**src/rtl/busca_instrucao_pkg.sv**
```systemverilog
// Shared definitions for the processor front end: sequencer states, opcodes, default widths.
package pkg_processador;

   localparam int unsigned ADDR_W_DEF  = 8;
   localparam int unsigned INSTR_W_DEF = 16;
   localparam int unsigned OPCODE_W    = 3;

   typedef enum logic [1:0] {
      IDLE  = 2'd0,
      FETCH = 2'd1,
      ISSUE = 2'd2,
      HALT  = 2'd3
   } estado_t;

   localparam logic [OPCODE_W-1:0] OP_SOMA = 3'b000;
   localparam logic [OPCODE_W-1:0] OP_SUB  = 3'b001;
   localparam logic [OPCODE_W-1:0] OP_DIV  = 3'b010;
   localparam logic [OPCODE_W-1:0] OP_MUL  = 3'b011;
   localparam logic [OPCODE_W-1:0] OP_CLR  = 3'b100;
   localparam logic [OPCODE_W-1:0] OP_STOP = 3'b101;
   localparam logic [OPCODE_W-1:0] OP_LER  = 3'b110;
   localparam logic [OPCODE_W-1:0] OP_ESC  = 3'b111;

endpackage

```
**src/rtl/busca_instrucao_if.sv**
```systemverilog
// Instruction-memory bus and decoder issue bus seen by the fetch sequencer.
interface busca_instrucao_if
   import pkg_processador::*;
#(
   parameter int unsigned ADDR_W  = ADDR_W_DEF,
   parameter int unsigned INSTR_W = INSTR_W_DEF
) ();

   // Instruction memory read channel
   logic                ImemReq;
   logic [ADDR_W-1:0]   ImemAddr;
   logic                ImemAck;
   logic [INSTR_W-1:0]  ImemData;

   // Issue channel towards decoder/datapath
   logic [INSTR_W-1:0]  Instr;
   logic [OPCODE_W-1:0] OpCode;
   logic                InstrValid;
   logic                ExecReady;
   logic                Stop;

   // Sequencer side
   modport master (
      output ImemReq, ImemAddr, Instr, OpCode, InstrValid,
      input  ImemAck, ImemData, ExecReady, Stop
   );

   // Memory / decoder side
   modport slave (
      input  ImemReq, ImemAddr, Instr, OpCode, InstrValid,
      output ImemAck, ImemData, ExecReady, Stop
   );

endinterface

```
**src/rtl/busca_instrucao_contador_timeout.sv**
```systemverilog
// Fetch timeout counter: counts enabled cycles, flags the TIMEOUT-th one.
module contador_timeout #(
   parameter int unsigned TIMEOUT = 15
) (
   input  logic Clock,
   input  logic Reset_n,
   input  logic i_clear,
   input  logic i_enable,
   output logic o_expired
);

   localparam int unsigned CNT_W = (TIMEOUT > 1) ? $clog2(TIMEOUT) : 1;
   // The register holds cycles already elapsed, so the current cycle is the
   // TIMEOUT-th one when it equals TIMEOUT-1.
   localparam logic [CNT_W-1:0] LIMITE = CNT_W'(TIMEOUT - 1);

   logic [CNT_W-1:0] r_count;

   assign o_expired = i_enable && (r_count == LIMITE);

   // Elapsed-cycle counter, saturating at the limit
   always_ff @(posedge Clock or negedge Reset_n) begin
      if (!Reset_n) begin
         r_count <= '0;
      end else if (i_clear) begin
         r_count <= '0;
      end else if (i_enable && (r_count != LIMITE)) begin
         r_count <= r_count + CNT_W'(1);
      end
   end

endmodule

```
**src/rtl/busca_instrucao.sv**
```systemverilog
// Instruction-fetch sequencer: fetches words over req/ack, issues them under valid/ready.
module busca_instrucao
   import pkg_processador::*;
#(
   parameter int unsigned ADDR_W  = ADDR_W_DEF,
   parameter int unsigned INSTR_W = INSTR_W_DEF,
   parameter int unsigned TIMEOUT = 15
) (
   input  logic              Clock,
   input  logic              Reset_n,
   input  logic              Start,
   busca_instrucao_if.master bus,
   output logic [ADDR_W-1:0] PC,
   output logic [15:0]       InstrCount,
   output logic              Halted,
   output logic              Fault
);

   estado_t             r_estado, w_estado_prox;
   logic [ADDR_W-1:0]   r_pc, w_pc_prox;
   logic [INSTR_W-1:0]  r_instr, w_instr_prox;
   logic [15:0]         r_count, w_count_prox;
   logic                r_req, r_valid;
   logic                r_halted, w_halted_prox;
   logic                r_fault, w_fault_prox;
   logic                w_aceite;
   logic                w_expirou;
   logic                w_to_clear, w_to_enable;

   assign w_aceite    = r_valid && bus.ExecReady;
   // Counter sits at zero outside FETCH, so every fetch starts a fresh budget
   assign w_to_clear  = (r_estado != FETCH);
   assign w_to_enable = (r_estado == FETCH) && !bus.ImemAck;

   contador_timeout #(
      .TIMEOUT (TIMEOUT)
   ) u_timeout (
      .Clock     (Clock),
      .Reset_n   (Reset_n),
      .i_clear   (w_to_clear),
      .i_enable  (w_to_enable),
      .o_expired (w_expirou)
   );

   // Next-state and next-register values
   always_comb begin
      w_estado_prox = r_estado;
      w_pc_prox     = r_pc;
      w_instr_prox  = r_instr;
      w_count_prox  = r_count;
      w_halted_prox = r_halted;
      w_fault_prox  = r_fault;
      unique case (r_estado)
         IDLE: begin
            if (Start) begin
               w_pc_prox     = '0;
               w_estado_prox = FETCH;
            end
         end
         FETCH: begin
            // Ack takes priority over a simultaneous timeout
            if (bus.ImemAck) begin
               w_instr_prox  = bus.ImemData;
               w_estado_prox = ISSUE;
            end else if (w_expirou) begin
               w_fault_prox  = 1'b1;
               w_estado_prox = HALT;
            end
         end
         ISSUE: begin
            if (w_aceite) begin
               w_count_prox = (r_count == 16'hFFFF) ? r_count : r_count + 16'd1;
               if (bus.Stop) begin
                  w_halted_prox = 1'b1;
                  w_estado_prox = HALT;
               end else begin
                  w_pc_prox     = r_pc + ADDR_W'(1);
                  w_estado_prox = FETCH;
               end
            end
         end
         HALT: begin
            if (Start) begin
               w_halted_prox = 1'b0;
               w_fault_prox  = 1'b0;
               w_pc_prox     = '0;
               w_count_prox  = '0;
               w_estado_prox = FETCH;
            end
         end
      endcase
   end

   // State and output registers; handshake flags follow the next state
   always_ff @(posedge Clock or negedge Reset_n) begin
      if (!Reset_n) begin
         r_estado <= IDLE;
         r_pc     <= '0;
         r_instr  <= '0;
         r_count  <= '0;
         r_req    <= 1'b0;
         r_valid  <= 1'b0;
         r_halted <= 1'b0;
         r_fault  <= 1'b0;
      end else begin
         r_estado <= w_estado_prox;
         r_pc     <= w_pc_prox;
         r_instr  <= w_instr_prox;
         r_count  <= w_count_prox;
         r_req    <= (w_estado_prox == FETCH);
         r_valid  <= (w_estado_prox == ISSUE);
         r_halted <= w_halted_prox;
         r_fault  <= w_fault_prox;
      end
   end

   assign bus.ImemReq    = r_req;
   assign bus.ImemAddr   = r_pc;
   assign bus.Instr      = r_instr;
   assign bus.OpCode     = r_instr[INSTR_W-1 -: OPCODE_W];
   assign bus.InstrValid = r_valid;
   assign PC             = r_pc;
   assign InstrCount     = r_count;
   assign Halted         = r_halted;
   assign Fault          = r_fault;

endmodule

```
**src/flat_wrapper.sv**
```systemverilog
// flat-port wrapper written by rule: the top's interface ports become plain ports
module busca_instrucao_flat import pkg_processador::*;
#(
   parameter int unsigned ADDR_W  = ADDR_W_DEF,
   parameter int unsigned INSTR_W = INSTR_W_DEF,
   parameter int unsigned TIMEOUT = 15
)
  (Clock, Reset_n, Start, PC, InstrCount, Halted, Fault, bus_ImemReq, bus_ImemAddr, bus_Instr, bus_OpCode, bus_InstrValid, bus_ImemAck, bus_ImemData, bus_ExecReady, bus_Stop);
  busca_instrucao_if #(.ADDR_W(ADDR_W), .INSTR_W(INSTR_W)) bus_i ();
  input  logic Clock;
  input  logic Reset_n;
  input  logic Start;
  output logic [ADDR_W-1:0] PC;
  output logic [15:0] InstrCount;
  output logic Halted;
  output logic Fault;
  output wire logic [$bits(bus_i.ImemReq)-1:0] bus_ImemReq;
  output wire logic [$bits(bus_i.ImemAddr)-1:0] bus_ImemAddr;
  output wire logic [$bits(bus_i.Instr)-1:0] bus_Instr;
  output wire logic [$bits(bus_i.OpCode)-1:0] bus_OpCode;
  output wire logic [$bits(bus_i.InstrValid)-1:0] bus_InstrValid;
  input wire logic [$bits(bus_i.ImemAck)-1:0] bus_ImemAck;
  input wire logic [$bits(bus_i.ImemData)-1:0] bus_ImemData;
  input wire logic [$bits(bus_i.ExecReady)-1:0] bus_ExecReady;
  input wire logic [$bits(bus_i.Stop)-1:0] bus_Stop;
  assign bus_ImemReq = bus_i.ImemReq;
  assign bus_ImemAddr = bus_i.ImemAddr;
  assign bus_Instr = bus_i.Instr;
  assign bus_OpCode = bus_i.OpCode;
  assign bus_InstrValid = bus_i.InstrValid;
  assign bus_i.ImemAck = bus_ImemAck;
  assign bus_i.ImemData = bus_ImemData;
  assign bus_i.ExecReady = bus_ExecReady;
  assign bus_i.Stop = bus_Stop;
  busca_instrucao #(.ADDR_W(ADDR_W), .INSTR_W(INSTR_W), .TIMEOUT(TIMEOUT)) u_core (.Clock(Clock), .Reset_n(Reset_n), .Start(Start), .bus(bus_i), .PC(PC), .InstrCount(InstrCount), .Halted(Halted), .Fault(Fault));
endmodule
```
**config.mk**
```make
export PLATFORM = sky130hd
export DESIGN_NAME = busca_instrucao_flat
export DESIGN_NICKNAME = d
export VERILOG_FILES = /design/src/rtl/busca_instrucao_pkg.sv /design/src/rtl/busca_instrucao_if.sv /design/src/rtl/busca_instrucao_contador_timeout.sv /design/src/rtl/busca_instrucao.sv /design/src/flat_wrapper.sv
export SDC_FILE = /design/constraint.sdc
export NUM_CORES = 1
export LEC_CHECK = 0
export CORE_ASPECT_RATIO = 0.9
export CORE_MARGIN = 2
export CORE_UTILIZATION = 48
export CTS_CLUSTER_SIZE = 12
export DETAILED_ROUTE_END_ITERATION = 6
export GPL_TIMING_DRIVEN = 0
export MAX_ROUTING_LAYER = met4
export PLACE_DENSITY_LB_ADDON = 0.15
export SLEW_MARGIN = 30
export SYNTH_ARGS = -nofsm -noshare
export SYNTH_HDL_FRONTEND = slang
export SYNTH_HIERARCHICAL = 1
export SYNTH_SLANG_ARGS = --single-unit
```
**constraint.sdc**
```tcl
create_clock -name Clock -period 2.8 [get_ports Clock]
set_input_delay 0.28 -clock Clock [delete_from_list [all_inputs] [get_ports Clock]]
set_output_delay 0.28 -clock Clock [all_outputs]
set_load 0.03 [all_outputs]
```
; ---- Word level (Yosys, flattened, before mapping)
; Index checks and enable logic that the tools add are counted.
[classes]
n_mux = 23
addsub = 3
eq_ne = 17
n_reduce_logical = 16
[op_table]
columns = cell, count
row1 = 16-bit 2-to-1 mux, 3
row2 = 16-bit one-hot mux with 2 select lines, 1
row3 = 8-bit 2-to-1 mux, 3
row4 = "16-bit by 1-bit adder with 16-bit output, second input constant", 1
row5 = "16-bit equality test, second input constant", 1
row6 = 8-bit one-hot mux with 2 select lines, 1
row7 = 4-bit AND reduction, 4
row8 = "2-bit inequality test, second input constant", 6
row9 = 2-bit 2-to-1 mux, 5
row10 = "8-bit by 1-bit adder with 8-bit output, second input constant", 1
row11 = 4-bit 2-to-1 mux, 2
row12 = 2-bit nonzero test, 4
row13 = "2-bit equality test, second input constant", 3
row14 = "2-bit by 1-bit inequality test with 1-bit output, second input constant", 3
row15 = 2-bit one-hot mux with 3 select lines, 1
row16 = 1-bit 2-to-1 mux, 5
row17 = "4-bit by 1-bit adder with 4-bit output, second input constant", 1
row18 = "2-bit by 1-bit equality test with 1-bit output, second input constant", 2
row19 = "4-bit equality test, second input constant", 1
row20 = 1-bit logical AND, 4
row21 = "4-bit inequality test, second input constant", 1
row22 = 1-bit one-hot mux with 2 select lines, 2
row23 = 2-bit logical NOT, 1
row24 = 2-bit AND reduction, 1
row25 = other kinds (2), 2
[word_totals]
ff_bits = 50
wordCells = 68

; ---- Logic depth before layout (Yosys ltp)
; Gate-level depths: netlist of the first run.
[logic_depth]
ltp_word = 7
mapped_depth = 9
depth_no_buf = 9

; ---- By module
; Netlist of the first run, hierarchy kept.
[modules_own_cells]
columns = module, area_per_inst_um2, cells_each, instances, seq_area_each_um2
row1 = busca_instrucao, 2402.3, 245, 1, 1151.1
row2 = contador_timeout, 254.0, 24, 1, 100.1

; ---- Worst setup path after synthesis of the first run
; No wires, ideal clock.
[synth_timing]
path_type = register to register
from = reg u_core.r_count[0], in the netlist u_core/InstrCount[0]
to = reg u_core.r_count[8], in the netlist u_core/InstrCount[8]
required_time_ns = 2.674
path_stages_with_launch = 8
t_arrival_ns = 1.863
period_less_slack_ns = 1.989
slack_ns = 0.811
setup_ns = 0.126
path_buffers = 1
path_cell_list = dfrtp_1 ha_1 nand4_1 nor3_1 a21o_1 buf_2 nor4_1 a221o_1
[synth_via]
elab_chain_cells = 4
[synth_lines]
columns = element, line
row1 = start: declaration, busca_instrucao.sv:22  ; logic [15:0] r_count, w_count_prox;
row2 = start signal: assignment, busca_instrucao.sv:109  ; r_count <= w_count_prox;
row3 = 16-bit by 1-bit adder with 16-bit output, busca_instrucao.sv:72  ; w_count_prox = (r_count == 16'hFFFF) ? r_count : r_count + 16'd1;
row4 = 16-bit 2-to-1 mux, busca_instrucao.sv:72
row5 = 16-bit 2-to-1 mux, busca_instrucao.sv:71  ; if (w_aceite) begin
row6 = 16-bit one-hot mux with 2 select lines, busca_instrucao.sv:53  ; unique case (r_estado)
; Parallel ways exist; a longest one is shown, timed or not. The select of a mux whose other input is x is not followed.
; A chain may end at the register's enable or synchronous reset.

; ---- Final worst setup path of the first run
[layout_timing]
from = reg u_core.r_estado[0]
to = reg u_core.r_pc[5], in the netlist u_core/PC[5]
[layout_via]
elab_chain_cells = 4
[layout_lines]
columns = element, line
row1 = start: declaration, busca_instrucao.sv:19  ; estado_t r_estado, w_estado_prox;
row2 = start signal: assignment, busca_instrucao.sv:106  ; r_estado <= w_estado_prox;
row3 = 2-bit equality test or 2-bit logical NOT (tied branches), busca_instrucao.sv:53
row4 = 2-bit OR reduction (no source line), -
row5 = 2-bit by 1-bit inequality test with 1-bit output (no source line) or 2-bit nonzero test (tied branches), -
row6 = 4-bit AND reduction (no source line), -
row7 = end signal: assignment, busca_instrucao.sv:107  ; r_pc <= w_pc_prox;
row8 = end: declaration, busca_instrucao.sv:20  ; logic [ADDR_W-1:0] r_pc, w_pc_prox;
; Parallel ways exist; a longest one is shown, timed or not.

==> results of run 1 <==
-- per-stage QoR --
| step | power [uW] | setup TNS, ns | util [%] |
|---|---|---|---|
| 4_1_cts | 4140 | 0 | 68.2 |
| 3_3_place_gp | 3620 | -0.314 | 66.2 |
| 6_report | 4100 | 0 | 68.2 |
| 2_1_floorplan | 2810 | 0 | - |
| 3_5_place_dp | 3690 | 0 | 66.2 |
| 5_1_grt | 4410 | 0 | 68.2 |
-- registers in the layout, indices dropped and copies added (netlist names) --
name                      count
u_core/u_timeout/r_count      4
u_core/bus.Instr             16
u_core/bus.InstrValid         1
u_core/bus.ImemReq            1
u_core/Fault                  1
u_core/r_estado               2
u_core/Halted                 1
u_core/PC                     8
u_core/InstrCount            16
-- final timing paths --
| check | end | slack (ns) | from | depth (start not counted) |
|---|---|---|---|---|
| max | u_core/PC[5] | 0.56 | u_core/r_estado[0] | 8 |
| min | u_core/u_timeout/r_count[1] | 0.51 | Reset_n | 2 |
| max reg2reg | u_core/PC[5] | 0.56 | u_core/r_estado[0] | 8 |
| min reg2reg | u_core/bus.Instr[0] | 0.51 | u_core/bus.Instr[0] | 1 |
| max in group asynchronous | u_core/PC[1] | 1.86 | Reset_n | 2 |
| min in group Clock | u_core/bus.Instr[0] | 0.51 | u_core/bus.Instr[0] | 1 |
-- per-layer routing --
metal  track usage (%)  part of all wire, %  vias to the layer above
met5                 -                    0                        -
met4              6.67                  1.3                        0
met3              4.13                  7.6                        8
met2              33.4                   46                       69
met1              26.1                   45                     1052
li1                  -                    -                     1117
-- cell families after synthesis --
group                      Yosys count  share of synthesized area (%)
and+or+nand+nor                    106                           21.1
adders and majority gates            8                           3.77
buffers and inverters               29                           5.75
AOI/OAI and AO/OA                   52                           12.1
muxes                               24                           10.2
DFF                                 50                           47.1
-- final cells by class --
cell class	instances	area [um^2]	area share [%]
multi-input cells	190	1250	34.7
flip-flops and latches	50	1250	34.7
clock inverters	3	28.8	0.798
well taps	67	83.8	2.32
plain buffers	19	115	3.19
inverters	10	37.5	1.04
clock buffers	5	68.8	1.91
repair buffers	77	768	21.3
-- power by group through the flow --
stage | logic [uW] | clock network (uW) | registers (uW)
2_1_floorplan | 1130 | 0 | 1680
3_3_place_gp | 2390 | 0 | 1230
3_5_place_dp | 2440 | 0 | 1250
4_1_cts | 2450 | 459 | 1230
5_1_grt | 2650 | 486 | 1280
6_report | 2430 | 439 | 1230
-- timing repair --
action                                 4_1_cts  5_1_grt
setup buffers                                0        0
hold buffers                                 1        0
endpoints found under the hold margin       18        0
-- synth_stat cells --
library cell / number
ha_1: 8
a31oi_1: 1
nor2b_1: 3
a31oi_4: 1
nor3b_1: 1
o21a_1: 2
inv_2: 1
and2b_1: 1
and4_1: 1
inv_1: 9
nand2_4: 1
nand3_1: 11
nand4_1: 2
o21ai_0: 26
nand3_2: 1
and3_1: 5
o31ai_1: 2
or3_4: 1
mux2i_1: 6
or3_1: 1
or2_2: 1
a211oi_1: 1
a211o_1: 3
nor3_2: 1
a21oi_1: 10
a221o_1: 1
buf_2: 2
nor2_1: 18
or3b_2: 1
o211ai_1: 1
buf_4: 11
or4b_1: 3
a21boi_0: 1
clkbuf_1: 6
nand3b_1: 4
nor3_1: 11
a21o_1: 2
o311ai_1: 1
dfrtp_1: 50
nand2b_1: 5
mux2_4: 2
mux2_2: 16
or4_1: 2
nand2_1: 29
nor4_1: 3
==> reports/results.tsv, run 1 <==
stage	metric	value	unit
run_status	status	completed	
setup_path	Slowest-stage cell, CP	dfrtp_1	
final_layout	Ant. Diodes	0	
setup_path	Critical Path RT	2.99	ns
run	# Max-Cap Violations	0	
power_and_ir_drop	Pleak	0.00160	uW
sta	Slew Limit Headroom	58.4	%
power_and_ir_drop	Sequential Power Share	30.0	%
die	area of the die	6150	um^2
sta	period utilization	79.8	%
final_layout	layout cell share with drive strength beyond 1	13.6	%
final_layout	most common cell after layout, fill and taps aside	clkdlybuf4s50_1	
yosys	area share of the largest cell type after synthesis	47.1	%
setup_path	type of element launching the critical path	flip-flop	
die	die width	82.4	um
setup_path	Top Family by Delay on Critical Path	compound AO/OA/AOI/OAI gates	
power_and_ir_drop	PD cells	1140	nW/um^2
clocking	CTS root buf	clkbuf_8	
placed_design	Inst Count DP	412	
power_and_ir_drop	Max VDD drop	631	uV
final_layout	most frequent cells in the layout	clkdlybuf4s50_1 (75), dfrtp_1 (50), nand2_1 (29)	
drt	Vias/cell	5.33	
power_and_ir_drop	internal power	2220	uW
power_and_ir_drop	Switching Power	1880	uW
setup_path	CP arrival	2.43	ns
yosys	Avg Inst Size Synth	9.87	um^2
setup_path	crit path buf inv count	3	
drt	First-pass DRT Iterations	4	
die	Initial Utilization	50.2	%
sta	Clock Skew	0.0107	ns
yosys	synth warn	6	
clocking	CTS H-tree depth	2	
yosys	synth top area cells	dfrtp_1 (47%), mux2_2 (6.8%), o21ai_0 (4.9%)	
global_routing	antenna violations before repair	0	
clocking	Clk Latency, worst-skew pair	0.31	ns
clocking	Reg clk slew, reported paths	0.10	ns
die	die height	74.6	um
power_and_ir_drop	combinational share of power	59.3	%
sta	Final Hold Vio Count	0	
global_routing	first-pass GRT wire length	9360	um
hold_path	worst hold path class	input port to asynchronous set/reset pin	
die	Ports	77	
placed_design	GP Congestion	0.773	
final_layout	non-filler cells, final	421	
final_layout	area added between synthesis and finish	35.8	%
final_layout	Final Cell Area	3610	um^2
placed_design	dpl ws	0.576	ns
placed_design	I/O Buffers	76	
yosys	Synth area leader	dfrtp_1	
setup_path	critical setup path kind	flip-flop to flip-flop	
power_and_ir_drop	switching part of the total	45.8	%
global_routing	vias in the first global route	2054	
sta	Final WS setup	0.564	ns
sta	final slew viol count	0	
die	core area	5290	um^2
sta	Worst-Margin Slew	0.624	ns
clocking	clock sink count	50	
setup_path	Crit path largest cell delay	0.46	ns
clocking	Clock Tree Buf Depth	2	
yosys	Post-Syn Nets	299	
sta	Worst Hold Slack	0.511	ns
sta	RSZ-0062 raised after global routing	no	
drt	# DRC	0	
yosys	Unique masters post-synth	45	
yosys	register area share after synthesis	47.1	%
clocking	CTS Buf Count	5	
clocking	PostCTS Resize Cnt	0	
sta	final setup fails	0	
die	# rows	25	
drt	Initial DRC Count	137	
setup_path	Worst Path Max Fanout	10	
final_layout	Filler Cells Inserted	434	
yosys	post-synthesis cell count	269	
yosys	Mapped Area	2660	um^2
global_routing	Total Routing Usage GR	20.7	%
drt	Total Wirelength	5750	um
sta	fmax	0.447	GHz
drt	Routed Antenna Nets	0	
drt	drt wl/cell	13.6	um
final_layout	fin nets	383	
clocking	TritonCTS clock tree	built	
placed_design	hpwl dp	4260	um
setup_path	cells along the critical path	inv_1 -> ha_1 -> clkbuf_1 -> nor2_1 -> a211o_1 -> clkbuf_1 -> o21ai_0 -> o21ai_0	
yosys	flops & latches, synth	50	
placed_design	Post-DP Area	3500	um^2
global_routing	largest net degree at the start of global routing	51	
drt	via count	2246	
power_and_ir_drop	Clock power frac	10.7	%
setup_path	CP Capture Type	flip-flop	
sta	crit path time final	2.24	ns
global_routing	total gr overflow	0	
Note: power is estimated with default switching activity, not from simulation.
==> run 2, diff against run 1 <==
==> constraint.sdc (replaced) <==
create_clock -name Clock -period 2.3 [get_ports Clock]
set_input_delay 0.23 -clock Clock [delete_from_list [all_inputs] [get_ports Clock]]
set_output_delay 0.23 -clock Clock [all_outputs]
set_load 0.03 [all_outputs]
==> run 2 against run 1 <==
- count of clock-buffer cells in the layout unchanged
- non-clock buffer count increased by 2
- first-iteration DRC count increased by 6.6%
- sequential share of layout area decreased by 0.16 points
- fmax increased by 3.7%
- clock power increased by 21%
- clock skew about the same
- die area unchanged
- global-route usage unchanged
- flip-flop and latch count unchanged
- core utilization increased by 0.38 points
- wire length increased by 0.47%
==> reports/results.tsv, run 2 (synthesis results as in run 1) <==
stage	metric	value	unit	change
sta	final slew viol count	0		unchanged
global_routing	largest net degree at the start of global routing	51		unchanged
sta	crit path time final	2.16	ns	-0.0790 ns
drt	drt wl/cell	13.6	um	about the same
drt	First-pass DRT Iterations	4		unchanged
final_layout	most common cell after layout, fill and taps aside	clkdlybuf4s50_1		
clocking	CTS H-tree depth	2		unchanged
die	Ports	77		unchanged
setup_path	cells along the critical path	inv_1 -> ha_1 -> a21boi_0 -> a211o_1 -> a21o_1 -> buf_2 -> clkbuf_4 -> nand2_1 -> o21ai_0		
drt	Initial DRC Count	146		+6.6%
setup_path	Worst Path Max Fanout	10		unchanged
hold_path	worst hold path class	input port to asynchronous set/reset pin		
setup_path	CP Capture Type	flip-flop		
placed_design	Post-DP Area	3500	um^2	unchanged
run_status	status	completed		
clocking	Reg clk slew, reported paths	0.09	ns	about the same
clocking	clock sink count	50		unchanged
sta	Worst Hold Slack	0.460	ns	-0.0503 ns
die	area of the die	6150	um^2	unchanged
sta	fmax	0.464	GHz	+3.7%
clocking	CTS root buf	clkbuf_8		
setup_path	Critical Path RT	2.48	ns	-0.51 ns
drt	via count	2254		+0.36%
final_layout	Final Util	68.6	%	+0.38 points
drt	# DRC	0		unchanged
final_layout	fin nets	385		+0.52%
setup_path	Crit path largest cell delay	0.43	ns	-0.03 ns
setup_path	critical setup path kind	flip-flop to flip-flop		
power_and_ir_drop	Max VDD drop	768	uV	+22%
placed_design	I/O Buffers	76		unchanged
clocking	CTS Buf Count	5		unchanged
global_routing	Total Routing Usage GR	20.7	%	unchanged
die	die width	82.4	um	unchanged
die	core area	5290	um^2	unchanged
die	Initial Utilization	50.2	%	unchanged
sta	period utilization	93.8	%	+14 points
sta	Clock Skew	0.0106	ns	-0.0000494 ns
placed_design	GP Congestion	0.773		unchanged
placed_design	hpwl dp	4260	um	unchanged
final_layout	Final Cell Area	3630	um^2	+0.56%
run	# Max-Cap Violations	0		unchanged
final_layout	layout cell share with drive strength beyond 1	14.6	%	+1.0 points
sta	RSZ-0062 raised after global routing	no		
power_and_ir_drop	PD cells	1390	nW/um^2	+22%
sta	Sum Neg Setup Slack	0	ns	unchanged
sta	Slew Limit Headroom	58.4	%	about the same
sta	Worst-Margin Slew	0.624	ns	-0.000210 ns
global_routing	first-pass GRT wire length	9360	um	unchanged
final_layout	Ant. Diodes	0		unchanged
drt	Vias/cell	5.33		-0.12%
sta	final setup fails	0		unchanged
drt	Total Wirelength	5770	um	+0.47%
drt	Routed Antenna Nets	0		unchanged
final_layout	non-filler cells, final	423		+0.48%
placed_design	Inst Count DP	412		unchanged
sta	Final Hold Vio Count	0		unchanged
setup_path	CP arrival	2.33	ns	-0.10 ns
final_layout	area added between synthesis and finish	36.5	%	
clocking	Clock Tree Buf Depth	2		unchanged
global_routing	total gr overflow	0		unchanged
die	# rows	25		unchanged
final_layout	most frequent cells in the layout	clkdlybuf4s50_1 (75), dfrtp_1 (49), nand2_1 (29)		
global_routing	antenna violations before repair	0		unchanged
setup_path	type of element launching the critical path	flip-flop		
power_and_ir_drop	Pleak	0.00161	uW	+0.74%
setup_path	Top Family by Delay on Critical Path	compound AO/OA/AOI/OAI gates		
global_routing	vias in the first global route	2054		unchanged
die	die height	74.6	um	unchanged
setup_path	Slowest-stage cell, CP	dfrtp_2		
clocking	Clk Latency, worst-skew pair	0.31	ns	about the same
clocking	TritonCTS clock tree	built		
setup_path	crit path buf inv count	3		unchanged
-- run 2: cell count changes in the layout (fill, tap and decap cells not counted), sizes merged --
cell	change
buf	+1
clkbuf	+1
-- run 2: cell type report --
type                    count  area (um^2)
clock buffers               5         68.8
well taps                  67         83.8
clock inverters             3         28.8
flip-flops and latches     50         1250
multi-input cells         190         1250
plain buffers              19          119
fillers                   432         1660
inverters                  10         37.5
repair buffers             79          783
-- run 2: path summary, 6_finish.rpt --
kind / slack, ns / to / cells after the start / from
max: 0.14 / u_core/InstrCount[3] / 9 / u_core/r_estado[0]
min reg2reg: 0.51 / u_core/bus.Instr[0] / 1 / u_core/bus.Instr[0]
min: 0.46 / u_core/u_timeout/r_count[1] / 2 / Reset_n
min in group Clock: 0.51 / u_core/bus.Instr[0] / 1 / u_core/bus.Instr[0]
max in group asynchronous: 1.38 / u_core/r_estado[0] / 2 / Reset_n
max reg2reg: 0.14 / u_core/InstrCount[3] / 9 / u_core/r_estado[0]
-- run 2: routing by layer --
metal	up-vias	share of wire, %	track usage [%]
met2	67	46	33.4
met4	0	1.3	6.67
met1	1058	46	26.1
met3	8	7.3	4.13
met5	-	0	-
li1	1121	-	-
-- run 2: where the power goes --
part           total [uW]  switching (uW)  internal [uW]
registers            1500             303           1200
logic                2990            1680           1310
clock network         533             308            225
-- run 2: through the flow --
| stage | setup slack [ns] | total power (uW) |
|---|---|---|
| global placement | -0.460 | 4410 |
| global route | 0.0124 | 5400 |
| detailed placement | 0.0765 | 4490 |
| floorplan | 0.311 | 3420 |
| finish | 0.143 | 5030 |
| CTS | 0.0535 | 5040 |
-- run 2: what timing repair did --
item                                    4_1_cts  5_1_grt
buffers inserted                              0        2
hold buffers                                  1        0
hold endpoints to repair                     50        0
resized for setup                             0        4
endpoints found under the setup margin        0        8
==> run 3, diff against run 2 <==
--- a/config.mk
+++ b/config.mk
@@ -8,6 +8,7 @@
 export CORE_ASPECT_RATIO = 0.9
 export CORE_MARGIN = 2
 export CORE_UTILIZATION = 48
+export CTS_BUF_LIST = sky130_fd_sc_hd__clkbuf_16
 export CTS_CLUSTER_SIZE = 12
 export DETAILED_ROUTE_END_ITERATION = 6
 export GPL_TIMING_DRIVEN = 0
@@ -16,5 +17,4 @@
 export SLEW_MARGIN = 30
 export SYNTH_ARGS = -nofsm -noshare
 export SYNTH_HDL_FRONTEND = slang
-export SYNTH_HIERARCHICAL = 1
 export SYNTH_SLANG_ARGS = --single-unit
==> constraint.sdc (replaced) <==
create_clock -name Clock -period 2.2 [get_ports Clock]
set_input_delay 0.22 -clock Clock [delete_from_list [all_inputs] [get_ports Clock]]
set_output_delay 0.22 -clock Clock [all_outputs]
set_load 0.03 [all_outputs]
==> run 3 against run 2 <==
- final cell count is 0.24% lower
- register-to-register slack hardly changed
- critical path depth shrank 2
- largest power group unchanged
- fmax grew 4.3%
- flip-flop and latch count is the same
- sequential share of layout area decreased by 1.8 points
- clock power rose by 69%
- critical path type unchanged
- synthesized cell count is 1.5% lower
- worst setup slack got worse by 0.011 ns
==> reports/results.tsv, run 3 <==
stage	metric	value	unit	change
run_status	status	completed		
yosys	flops & latches, synth	50		unchanged
power_and_ir_drop	Pleak	0.00158	uW	-2.1%
sta	final setup fails	0		unchanged
sta	fmax	0.484	GHz	+4.3%
sta	crit path time final	2.07	ns	-0.0893 ns
final_layout	Ant. Diodes	0		unchanged
setup_path	cells along the critical path	inv_1 -> ha_1 -> buf_4 -> nand3_2 -> or4_1 -> a41oi_1 -> o22a_1		
final_layout	area added between synthesis and finish	39.6	%	
sta	Clock Skew	0.00443	ns	-0.00621 ns
global_routing	vias in the first global route	2197		+7.0%
clocking	Reg clk slew, reported paths	0.07	ns	-0.02 ns
final_layout	multi-input combinational cell area	1330	um^2	+5.9%
power_and_ir_drop	switching part of the total	42.8	%	-2.8 points
placed_design	hpwl dp	4540	um	+6.7%
final_layout	fin nets	381		-1.0%
placed_design	I/O Buffers	76		unchanged
yosys	register area share after synthesis	45.7	%	-1.4 points
power_and_ir_drop	Switching Power	2340	uW	+2.1%
hold_path	worst hold path class	input port to asynchronous set/reset pin		
final_layout	layout cell share with drive strength beyond 1	15.3	%	+0.73 points
setup_path	Top Family by Delay on Critical Path	simple AND/OR/NAND/NOR gates		
clocking	TritonCTS clock tree	built		
sta	period utilization	94.0	%	+0.20 points
sta	RSZ-0062 raised after global routing	no		
sta	Final Hold Vio Count	0		unchanged
drt	First-pass DRT Iterations	4		unchanged
sta	Slew Limit Headroom	65.4	%	+7.0 points
setup_path	Slowest-stage cell, CP	or4_1		
yosys	synth top area cells	dfrtp_1 (46%), mux2_2 (7.4%), buf_4 (3.8%)		
die	# rows	26		+4.0%
placed_design	dpl ws	0.0349	ns	-0.0416 ns
setup_path	Critical Path RT	2.43	ns	-0.05 ns
power_and_ir_drop	combinational share of power	55.3	%	-4.2 points
setup_path	FF-to-FF setup slack	0.13	ns	about the same
power_and_ir_drop	Clock power frac	16.5	%	+5.9 points
die	die height	75.6	um	+1.4%
setup_path	Worst Path Max Fanout	10		unchanged
global_routing	Total Routing Usage GR	21.4	%	+0.72 points
die	die width	83.6	um	+1.4%
global_routing	antenna violations before repair	0		unchanged
placed_design	GP Congestion	0.846		+9.4%
final_layout	sequential cell area	1250	um^2	about the same
setup_path	crit path buf inv count	2		-1
setup_path	CP Capture Type	flip-flop		
drt	Routed Antenna Nets	0		unchanged
power_and_ir_drop	Max VDD drop	824	uV	+7.3%
die	Ports	77		unchanged
yosys	Synth area leader	dfrtp_1		
run	# Max-Cap Violations	0		unchanged
die	area of the die	6320	um^2	+2.9%
drt	Total Wirelength	6240	um	+8.1%
die	Initial Utilization	48.9	%	-1.3 points
die	core area	5600	um^2	+5.8%
setup_path	type of element launching the critical path	flip-flop		
sta	Final WS setup	0.133	ns	-0.0107 ns
clocking	CTS H-tree depth	2		unchanged
clocking	Clock Tree Buf Depth	2		unchanged
global_routing	total gr overflow	0		unchanged
final_layout	Filler Cells Inserted	445		+3.0%
yosys	Mapped Area	2740	um^2	+3.1%
drt	Vias/cell	5.50		+3.2%
power_and_ir_drop	Sequential Power Share	28.2	%	-1.7 points
drt	drt wl/cell	14.8	um	+8.4%
global_routing	first-pass GRT wire length	10500	um	+12%
sta	final slew viol count	0		unchanged
yosys	number of flops mapped to enable cells by yosys	0		unchanged
clocking	Clk Latency, worst-skew pair	0.29	ns	-0.02 ns
yosys	count leader, synth	dfrtp_1		
sta	Worst-Margin Slew	0.519	ns	-0.104 ns
power_and_ir_drop	PD cells	1430	nW/um^2	+3.2%
yosys	Unique masters post-synth	53		+18%
yosys	synth warn	0		-6
drt	# DRC	0		unchanged
clocking	CTS Buf Count	5		unchanged
yosys	Post-Syn Nets	295		-1.3%
final_layout	most frequent cells in the layout	clkdlybuf4s50_1 (75), dfrtp_1 (50), nand2_1 (22)		
yosys	Async S/R FF share, synth	100	%	unchanged
clocking	clock sink count	50		unchanged
final_layout	most common cell after layout, fill and taps aside	clkdlybuf4s50_1		
setup_path	Crit path largest cell delay	0.53	ns	+0.10 ns
clocking	CTS root buf	clkbuf_16		
power_and_ir_drop	Tot Pwr	5470	uW	+8.8%
final_layout	Final Util	68.3	%	-0.30 points
global_routing	largest net degree at the start of global routing	31		-39%
setup_path	critical setup path kind	flip-flop to flip-flop		
setup_path	CP arrival	2.30	ns	-0.03 ns
yosys	area share of the largest cell type after synthesis	45.7	%	-1.4 points
drt	Initial DRC Count	203		+39%
drt	via count	2320		+2.9%
yosys	Avg Inst Size Synth	10.3	um^2	+4.6%
yosys	post-synthesis cell count	265		-1.5%
power_and_ir_drop	internal power	3130	uW	+14%
yosys	ys flop type	dfrtp_1		
yosys	most frequent cells after synthesis	dfrtp_1 (50), nand2_1 (22), mux2_2 (18), o21ai_0 (15)		
-- run 3: cell count changes in the layout (fill, tap and decap cells not counted), moves of 4 or more --
cell / previous run / this run
nand2b_1: 5 / 0
nor2_1: 18 / 8
and3_1: 5 / 1
nand2_1: 29 / 22
o2bb2ai_1: 0 / 6
and2_1: 0 / 5
clkbuf_16: 0 / 5
o21ai_0: 26 / 15
clkbuf_8: 5 / 0
-- run 3: layer usage --
| layer | GRT usage [%] | wire length (um) | vias up |
|---|---|---|---|
| li1 | - | - | 1144 |
| met1 | 28.6 | 2900 | 1117 |
| met2 | 33.5 | 3060 | 57 |
| met3 | 4.66 | 246 | 2 |
| met4 | 6.27 | 34 | 0 |
| met5 | - | 0 | - |
-- run 3: final cells by class --
| type | instances | share of cell area, % |
|---|---|---|
| multi-input combinational | 182 | 34.7 |
| sequential | 50 | 32.7 |
| timing repair buffer | 79 | 20.8 |
| buffer | 21 | 3.70 |
| clock buffer | 5 | 3.27 |
| tap | 70 | 2.29 |
| clock inverter | 3 | 1.28 |
| inverter | 12 | 1.18 |
-- run 3: cell families (layout without fill, tap and decap cells) --
| group | after synthesis | in the layout | synth area share, % |
|---|---|---|---|
| adders and majority gates | 8 | 8 | 3.66 |
| DFF | 50 | 50 | 45.7 |
| and+or+nand+nor | 81 | 81 | 15.5 |
| muxes | 26 | 26 | 10.5 |
| AOI/OAI and AO/OA | 64 | 64 | 16.9 |
| xor gates and xnor gates | 3 | 3 | 0.960 |
| buffers and inverters | 33 | 120 | 6.81 |
-- run 3: final timing paths --
kind	end	cells after the start	start
max	u_core.InstrCount[5]	7	u_core.r_estado[0]
min	u_core.InstrCount[0]	2	Reset_n
max reg2reg	u_core.InstrCount[5]	7	u_core.r_estado[0]
min reg2reg	u_core.bus.Instr[1]	1	u_core.bus.Instr[1]
max in group asynchronous	u_core.bus.Instr[15]	3	Reset_n
min in group Clock	u_core.bus.Instr[1]	1	u_core.bus.Instr[1]
-- run 3: power groups by stage --
stage                     combinational, uW  clock (uW)  sequential (uW)
after floorplan                        1360           0             2070
after global placement                 2920           0             1540
after detailed placement               2960           0             1550
after CTS                              2970         920             1540
after global routing                   3260         958             1600
final                                  3020         899             1540
-- run 3: timing repair --
item,in CTS,in global routing
setup buffers,0,1
hold buffers,1,0
gates resized for setup,0,4
hold endpoints to repair,20,0
endpoints found under the setup margin,0,12
-- run 3: worst register-to-register path: stages (launching register included) --
cell and delay (ns):
dfrtp_1 0.45, inv_1 0.09, ha_1 0.24, buf_4 0.20, nand3_2 0.14, or4_1 0.53, a41oi_1 0.20, o22a_1 0.16
-- run 3: metrics by stage --
| stage | std cells | TNS [ns] | hold slack, ns | cell area, um^2 |
|---|---|---|---|---|
| final | 422 | 0 | 0.360 | 3820 |
| after global routing | 422 | 0 | 0.377 | 3820 |
| after CTS | 421 | 0 | 0.356 | 3790 |
| after detailed placement | 412 | 0 | 0.128 | 3600 |
| after global placement | 411 | -31.85 | 0.486 | 3590 |
| after floorplan | 265 | 0 | -0.0756 | 2740 |
